--- src/rtl/dffsre_pipe_bank.sv ---
// dffsre_pipe_bank
//   WIDTH-channel, STAGES-deep pipeline of set/reset/enable flops with valid
//   tracking, a pipeline-wide stall, a synchronous preset and a saturating
//   count of accepted fill substitutions.
//
// Ports
//   C          clock, rising edge
//   R          asynchronous active-high reset (clears data, valid, sub_cnt)
//   E          pipeline enable; 0 holds all state
//   S          synchronous preset; wins over E, loads SET_VALUE, clears valid
//   sel        1 = D_in enters stage 0, 0 = FILL_VALUE enters stage 0
//   in_valid   qualifies the word entering stage 0
//   D_in       channel input data
//   Q          last-stage data (registered)
//   out_valid  last-stage valid (registered)
//   sub_cnt    saturating count of valid fill words accepted
module dffsre_pipe_bank #(
  parameter int                 WIDTH      = 10,
  parameter int                 STAGES     = 2,
  parameter logic [WIDTH-1:0]   FILL_VALUE = {WIDTH{1'b1}},
  parameter logic [WIDTH-1:0]   SET_VALUE  = {WIDTH{1'b1}},
  parameter int                 CNT_W      = 8
) (
  input  logic              C,
  input  logic              R,
  input  logic              E,
  input  logic              S,
  input  logic              sel,
  input  logic              in_valid,
  input  logic [WIDTH-1:0]  D_in,
  output logic [WIDTH-1:0]  Q,
  output logic              out_valid,
  output logic [CNT_W-1:0]  sub_cnt
);

  localparam logic [CNT_W-1:0] CNT_ONE = {{(CNT_W-1){1'b0}}, 1'b1};
  localparam logic [CNT_W-1:0] CNT_MAX = {CNT_W{1'b1}};

  logic [WIDTH-1:0]  data_q  [STAGES];
  logic [WIDTH-1:0]  data_d  [STAGES];
  logic [STAGES-1:0] valid_q;
  logic [STAGES-1:0] valid_d;
  logic [CNT_W-1:0]  cnt_q;
  logic [CNT_W-1:0]  cnt_d;

  always_comb begin
    data_d  = data_q;
    valid_d = valid_q;
    cnt_d   = cnt_q;
    if (S) begin
      // Preset wins over enable: nothing shifts and the counter holds.
      for (int k = 0; k < STAGES; k++) begin
        data_d[k] = SET_VALUE;
      end
      valid_d = '0;
    end else if (E) begin
      data_d[0]  = sel ? D_in : FILL_VALUE;
      valid_d[0] = in_valid;
      for (int k = 1; k < STAGES; k++) begin
        data_d[k]  = data_q[k-1];
        valid_d[k] = valid_q[k-1];
      end
      // Only valid fill words count; an unqualified fill still propagates.
      if (in_valid && !sel && (cnt_q != CNT_MAX)) begin
        cnt_d = cnt_q + CNT_ONE;
      end
    end
  end

  always_ff @(posedge C or posedge R) begin
    if (R) begin
      for (int k = 0; k < STAGES; k++) begin
        data_q[k] <= '0;
      end
      valid_q <= '0;
      cnt_q   <= '0;
    end else begin
      data_q  <= data_d;
      valid_q <= valid_d;
      cnt_q   <= cnt_d;
    end
  end

  assign Q         = data_q[STAGES-1];
  assign out_valid = valid_q[STAGES-1];
  assign sub_cnt   = cnt_q;

endmodule

--- config.mk ---
export PLATFORM = sky130hd
export DESIGN_NAME = dffsre_pipe_bank
export DESIGN_NICKNAME = d
export VERILOG_FILES = /design/src/rtl/dffsre_pipe_bank.sv
export SDC_FILE = /design/constraint.sdc
export NUM_CORES = 1
export LEC_CHECK = 0
export ABC_AREA = 1
export CAP_MARGIN = 5
export CORE_MARGIN = 3
export CORE_UTILIZATION = 35
export CTS_BUF_LIST = sky130_fd_sc_hd__clkbuf_8
export DETAILED_ROUTE_END_ITERATION = 7
export HOLD_SLACK_MARGIN = 0.1
export PLACE_DENSITY_LB_ADDON = 0.08
export SETUP_SLACK_MARGIN = 0.1
export SLEW_MARGIN = 20
export SYNTH_ARGS = -nofsm -noshare
export SYNTH_HDL_FRONTEND = slang
export SYNTH_SLANG_ARGS = --single-unit
--- constraint.sdc ---
create_clock -name C -period 3.9 [get_ports C]
set_clock_uncertainty 0.1 [all_clocks]
set_input_delay 0.39 -clock C [delete_from_list [all_inputs] [get_ports C]]
set_output_delay 0.39 -clock C [all_outputs]
set_load 0.03 [all_outputs]
After elaboration in Yosys (flattened, before gate mapping)
Index checks and enable logic that the tools add are counted.

$add $sub $neg: 1. Multiply operators: 0. Divide/modulo/power cells: 0. Order comparisons: 0. Eq/ne operators: 1. Shift-type cells: 0. Multiplexer cells: 5. Bitwise operators: 1. Reduce and logical (&&, ||, !) cells: 5.

Operators by type and width (number): 20-bit two-way mux (2); 10-bit two-way mux (1); 8-bit by 1-bit adder with 8-bit output, second input constant (1); 8-bit != test, second input constant (1); 2-bit two-way mux (2); 3-bit AND reduction (1); 1-bit logical AND (2); 2-bit nonzero test (1); 1-bit logical NOT (1); 1-bit NOT (1).

Bits in registers: 30. Latch bits: 0. Bits in writable memories: 0. ROM bits: 0. Memories kept: 0.

Longest topological paths before layout
Depth in word-level cells: 4. Depth in mapped cells: 8.

Worst setup path after synthesis
OpenSTA, ideal clock, no wires.

Path type: register to register. Start: register cnt_q[0], in the netlist sub_cnt[0]. End: register cnt_q[3], in the netlist sub_cnt[3]. Arrival time: 1.286 ns. Required time: 3.683 ns. Path slack: 2.397 ns. Cell stages (with the launch flop): 9. Path buffers: 0. Clock period less this slack: 1.503 ns. Path through: dfrtp_1 -> ha_1 -> nand2_2 -> nor2_4 -> nand2_4 -> nand2_1 -> nor2_1 -> nand2_1 -> nand2_1.

Cells in the longest elaborated chain, start to end: 3. Elaborated cells on any way between the ends: 4. Those cells by class: add/sub (1); eq/ne (1); reduce/logical (2).

Ends and longest elaborated chain: start: declaration (RTL line 43) `logic [CNT_W-1:0] cnt_q;`; start signal: assignment (RTL line 80) `cnt_q <= cnt_d;`; parallel branches: the longest is 3 deep, another holds 8-bit by 1-bit adder with 8-bit output.

Several ways; the timed one is not identified. A chain may end at the register's enable or synchronous reset.

Final worst setup path
Start: input port S. End: register data_q (netlist bit Q[7]).

Cells in the longest elaborated chain, start to end: 1. Elaborated cells on any way between the ends: 2. Those cells by class: mux (1); reduce/logical (1).

Ends and longest elaborated chain: start: declaration (RTL line 27) `input logic S,`; 20-bit two-way mux or 2-bit nonzero test (tied branches); end signal: assignment (RTL line 78) `data_q <= data_d;`; end: declaration (RTL line 39) `logic [WIDTH-1:0] data_q [STAGES];`.

Parallel ways exist; a longest one is shown, timed or not.

==> metrics.md <==
| Metric | Value |
|---|---|
| Status | `complete, no violations` |
| DRT Pass-1 Iters | `4` |
| Reg2reg start | `sub_cnt[0]$_DFFE_PP0P_` |
| I/O pin count | `35` |
| Vias/cell | `roughly 4.7` |
| Clk_lat worst skew | `a little under 0.3 ns` |
| Met2 usage | `between 20% and 30%` |
| Critical Path AT | `2.11 ns` |
| Post-route insts no fill | `approximately 240` |
| # clock sinks | `30` |
| DIE AREA | `0.00504 sq mm` |
| Routed WL per cell | `between 10 and 15 um` |
| Worst reg2reg endpoint | `sub_cnt[3]$_DFFE_PP0P_` |
| Drt drc | `0` |
| Worst Reg2Reg Path Length in Cells | `8` |
| PnR Total Power | `between 0.0007 and 0.0008 W` |
| Grt met1 use | `17.0%` |
| Flop pwr share | `between 40% and 50%` |
| Clock Path Buffers | `2` |
| Critical setup path kind | `input pin to register` |
| CP required | `3.97 ns` |
| Area share of the leading cell type in the synthesized netlist | `50.8%` |
| Highest clock rate | `488 MHz` |
| CTS-repair resized insts | `0` |
| Layer with the highest usage | `met2` |
| TNS Setup | `0 ns` |
| Ys Warns | `0` |
| Antenna cells | `0` |
| Post-Synthesis Cells | `164` |
| Initial DRC Count | `79` |
| Share of cells above drive strength 1 | `between 10% and 20%` |
| Crit path max fanout | `12` |
| H-tree lvl count | `2` |
| Seq cells post-synth | `30` |
| Switching part of the total | `between 20% and 30%` |
| Worst R2R Setup Slack | `approximately 2.4 ns` |
| Clk pwr share | `a little over a third` |
| TritonCTS Buffers | `5` |
| Post-DP HPWL | `2190 um` |
| Seq/Total Area, Yosys | `around half` |
| Row cnt | `23` |
| Kind of cell adding the most delay to the critical path | `buffers and inverters` |
| Internal power of the cells | `approximately 0.00053 W` |
| Max-Cap Viols | `0` |
| Post-synth top area cell | `dfrtp_1` |
| Critical path endpoint category | `register` |
| Global-route wire length before repair | `around 5200 um` |
| Fin util | `between 40% and 50%` |
| Synthesized area | `0.00148 sq mm` |
| Area Growth Syn to Fin | `26.8%` |
| I/O Buffers | `34` |
| Period utilisation layout | `52.5%` |
| Pwr dens | `402 mW/mm^2` |
| Critical path startpoint category | `input pin` |
| Final setup fails | `0` |
| Initial antenna violation count | `0` |
| Max-slew violations | `0` |
| Min Tclk post-route | `around 2 ns` |
| Largest stage delay, worst path | `between 0.6 and 0.7 ns` |
| RSZ-0062 raised after global routing | `no` |
| Largest net degree at the start of global routing | `31` |
| Final Hold Vio Count | `0` |
| Worst-path cell chain | `clkdlybuf4s50_1, nor2_1, inv_1, nor2_1, a21oi_1` |
| Commonest non-fill, non-tap cell in the layout | `clkdlybuf4s50_1` |
| # placed instances | `approximately 230` |
| Number of global-route vias before repair | `roughly 1100` |
| CTS tree | `built` |
| Sw Pwr | `0.000225 W` |
| Gr ovfl total | `0` |
| Overall routing resource usage | `between 10% and 20%` |
| Hold-fix buffers, CTS | `0` |
| Detail Route Antenna Nets | `0` |
| Peak VDD IR | `0.194 mV` |
| Starting Density | `36.7%` |
| Final WL | `between 3000 and 4000 um` |
| Min-delay worst type | `input pin to asynchronous set/reset pin` |
| CP bufs+invs | `2` |
| Syn_nets | `~180` |
| Die Y | `71.0 um` |
| Met3 Use GR | `3.41%` |
| Vias | `~1100` |
| Slowest cell on the critical path | `nor2_1` |
| Pleak | `around 0.81 nW` |
| Placer Congestion | `0.813` |
| Clock-pin slew on the worst setup and hold paths | `roughly 0.07 ns` |
| Combinational Power Share | `18.3%` |
| Final WS setup | `approximately 1.9 ns` |
| Fillers | `between 300 and 400` |
| Root buffer cell | `clkbuf_8` |
| DP Worst Slack | `roughly 1.5 ns` |
| Core Area | `0.00403 sq mm` |
| Die X | `around 71 um` |
| Top cell by count, worst path | `nor2_1` |
| Slew @ Worst Pin | `0.770 ns` |
| Area contributors post-synth | `dfrtp_1 51%, nand2_1 6.9%, a21oi_1 6.8%` |
| Postcts setup bufs | `0` |
| Most frequent cells in the layout | `34 x clkdlybuf4s50_1, 30 x dfrtp_1, 27 x nand2_1` |
| Rel. slew slack | `a little under 50%` |
| Unique masters post-synth | `25` |
| Nets | `roughly 210` |
| Average size of a mapped cell | `9.02 sq um` |
state kept, by name, summed over array words and instances (netlist names):
name and cells:
sub_cnt 8, Q 10, valid_q 2, data_q 10
Yosys cell counts:
cell and instances:
dfrtp_1 30, nand2_1 27, inv_1 21, a21oi_1 20
nor2_1 15, buf_4 10, nor3_2 8, nand3_1 4
buf_2 3, inv_2 3, nand4_1 3, nor2_4 3
nand3b_1 2, nor3_1 2, o21ai_1 2, xor2_1 2
buf_6 1, ha_1 1, nand2_2 1, nand2_4 1
nand3_4 1, nor2_2 1, o21ai_0 1, o22ai_1 1
xnor2_1 1
worst reg2reg max path: stages (launching register included):
cell     delay, ns
dfrtp_1       0.43
ha_1          0.27
nand2_2       0.12
nor2_4        0.04
nand2_4       0.11
nand2_1       0.06
nor2_1        0.21
nand2_1       0.08
nand2_1       0.07
layer usage:
layer,vias to the layer above,wire [um]
li1,562,-
met1,533,1400
met4,0,78
met3,8,116
met5,-,0
met2,23,1510
power by group through the flow:
| stage | clock, W | sequential [W] | combinational, W |
|---|---|---|---|
| after floorplan | 0 | 0.000374 | 0.0000631 |
| after global placement | 0 | 0.000354 | 0.000138 |
| after detailed placement | 0 | 0.000354 | 0.000139 |
| after CTS | 0.000271 | 0.000348 | 0.000140 |
| after global routing | 0.000287 | 0.000351 | 0.000150 |
| final | 0.000267 | 0.000348 | 0.000138 |
logic make-up (layout without fill, tap and decap cells):
family,count (synthesis),count (layout),share of synthesized area (%)
flops,30,30,50.8
xor+xnor,3,3,1.78
buf+inv,38,66,12.9
compound gates,24,24,8.21
simple gates,68,68,25.5
fa+ha+maj,1,1,0.846
how the worst max path moves through the flow:
stage / from / to / slack (ns) / depth (start not counted)
3_3_place_gp: S / Q[4]$_DFFE_PP0P_ / 1.51 / 5
5_1_grt: S / Q[0]$_DFFE_PP0P_ / 1.61 / 5
2_1_floorplan: sub_cnt[0]$_DFFE_PP0P_ / sub_cnt[3]$_DFFE_PP0P_ / 2.40 / 8
3_5_place_dp: S / Q[2]$_DFFE_PP0P_ / 1.52 / 5
4_1_cts: S / Q[7]$_DFFE_PP0P_ / 1.82 / 5
6_report: S / Q[7]$_DFFE_PP0P_ / 1.85 / 5
metrics by stage:
| stage | hold WS (ns) | instance area (sq um) |
|---|---|---|
| after detailed placement | 0.391 | 1780 |
| after CTS | 0.408 | 1880 |
| after global routing | 0.433 | 1880 |
| after floorplan | 0.381 | 1480 |
| after global placement | 0.391 | 1780 |
| final | 0.399 | 1880 |
area by class of cell:
type,count,area (sq um),area share (%)
Inverter,24,90.1,4.80
Clock inverter,2,12.5,0.667
Multi-Input combinational cell,96,537,28.6
Tap cell,50,62.6,3.34
Clock buffer,6,82.6,4.40
Timing Repair Buffer,34,340,18.1
Sequential cell,30,751,40.0
Power figures use the tool's default switching activity.
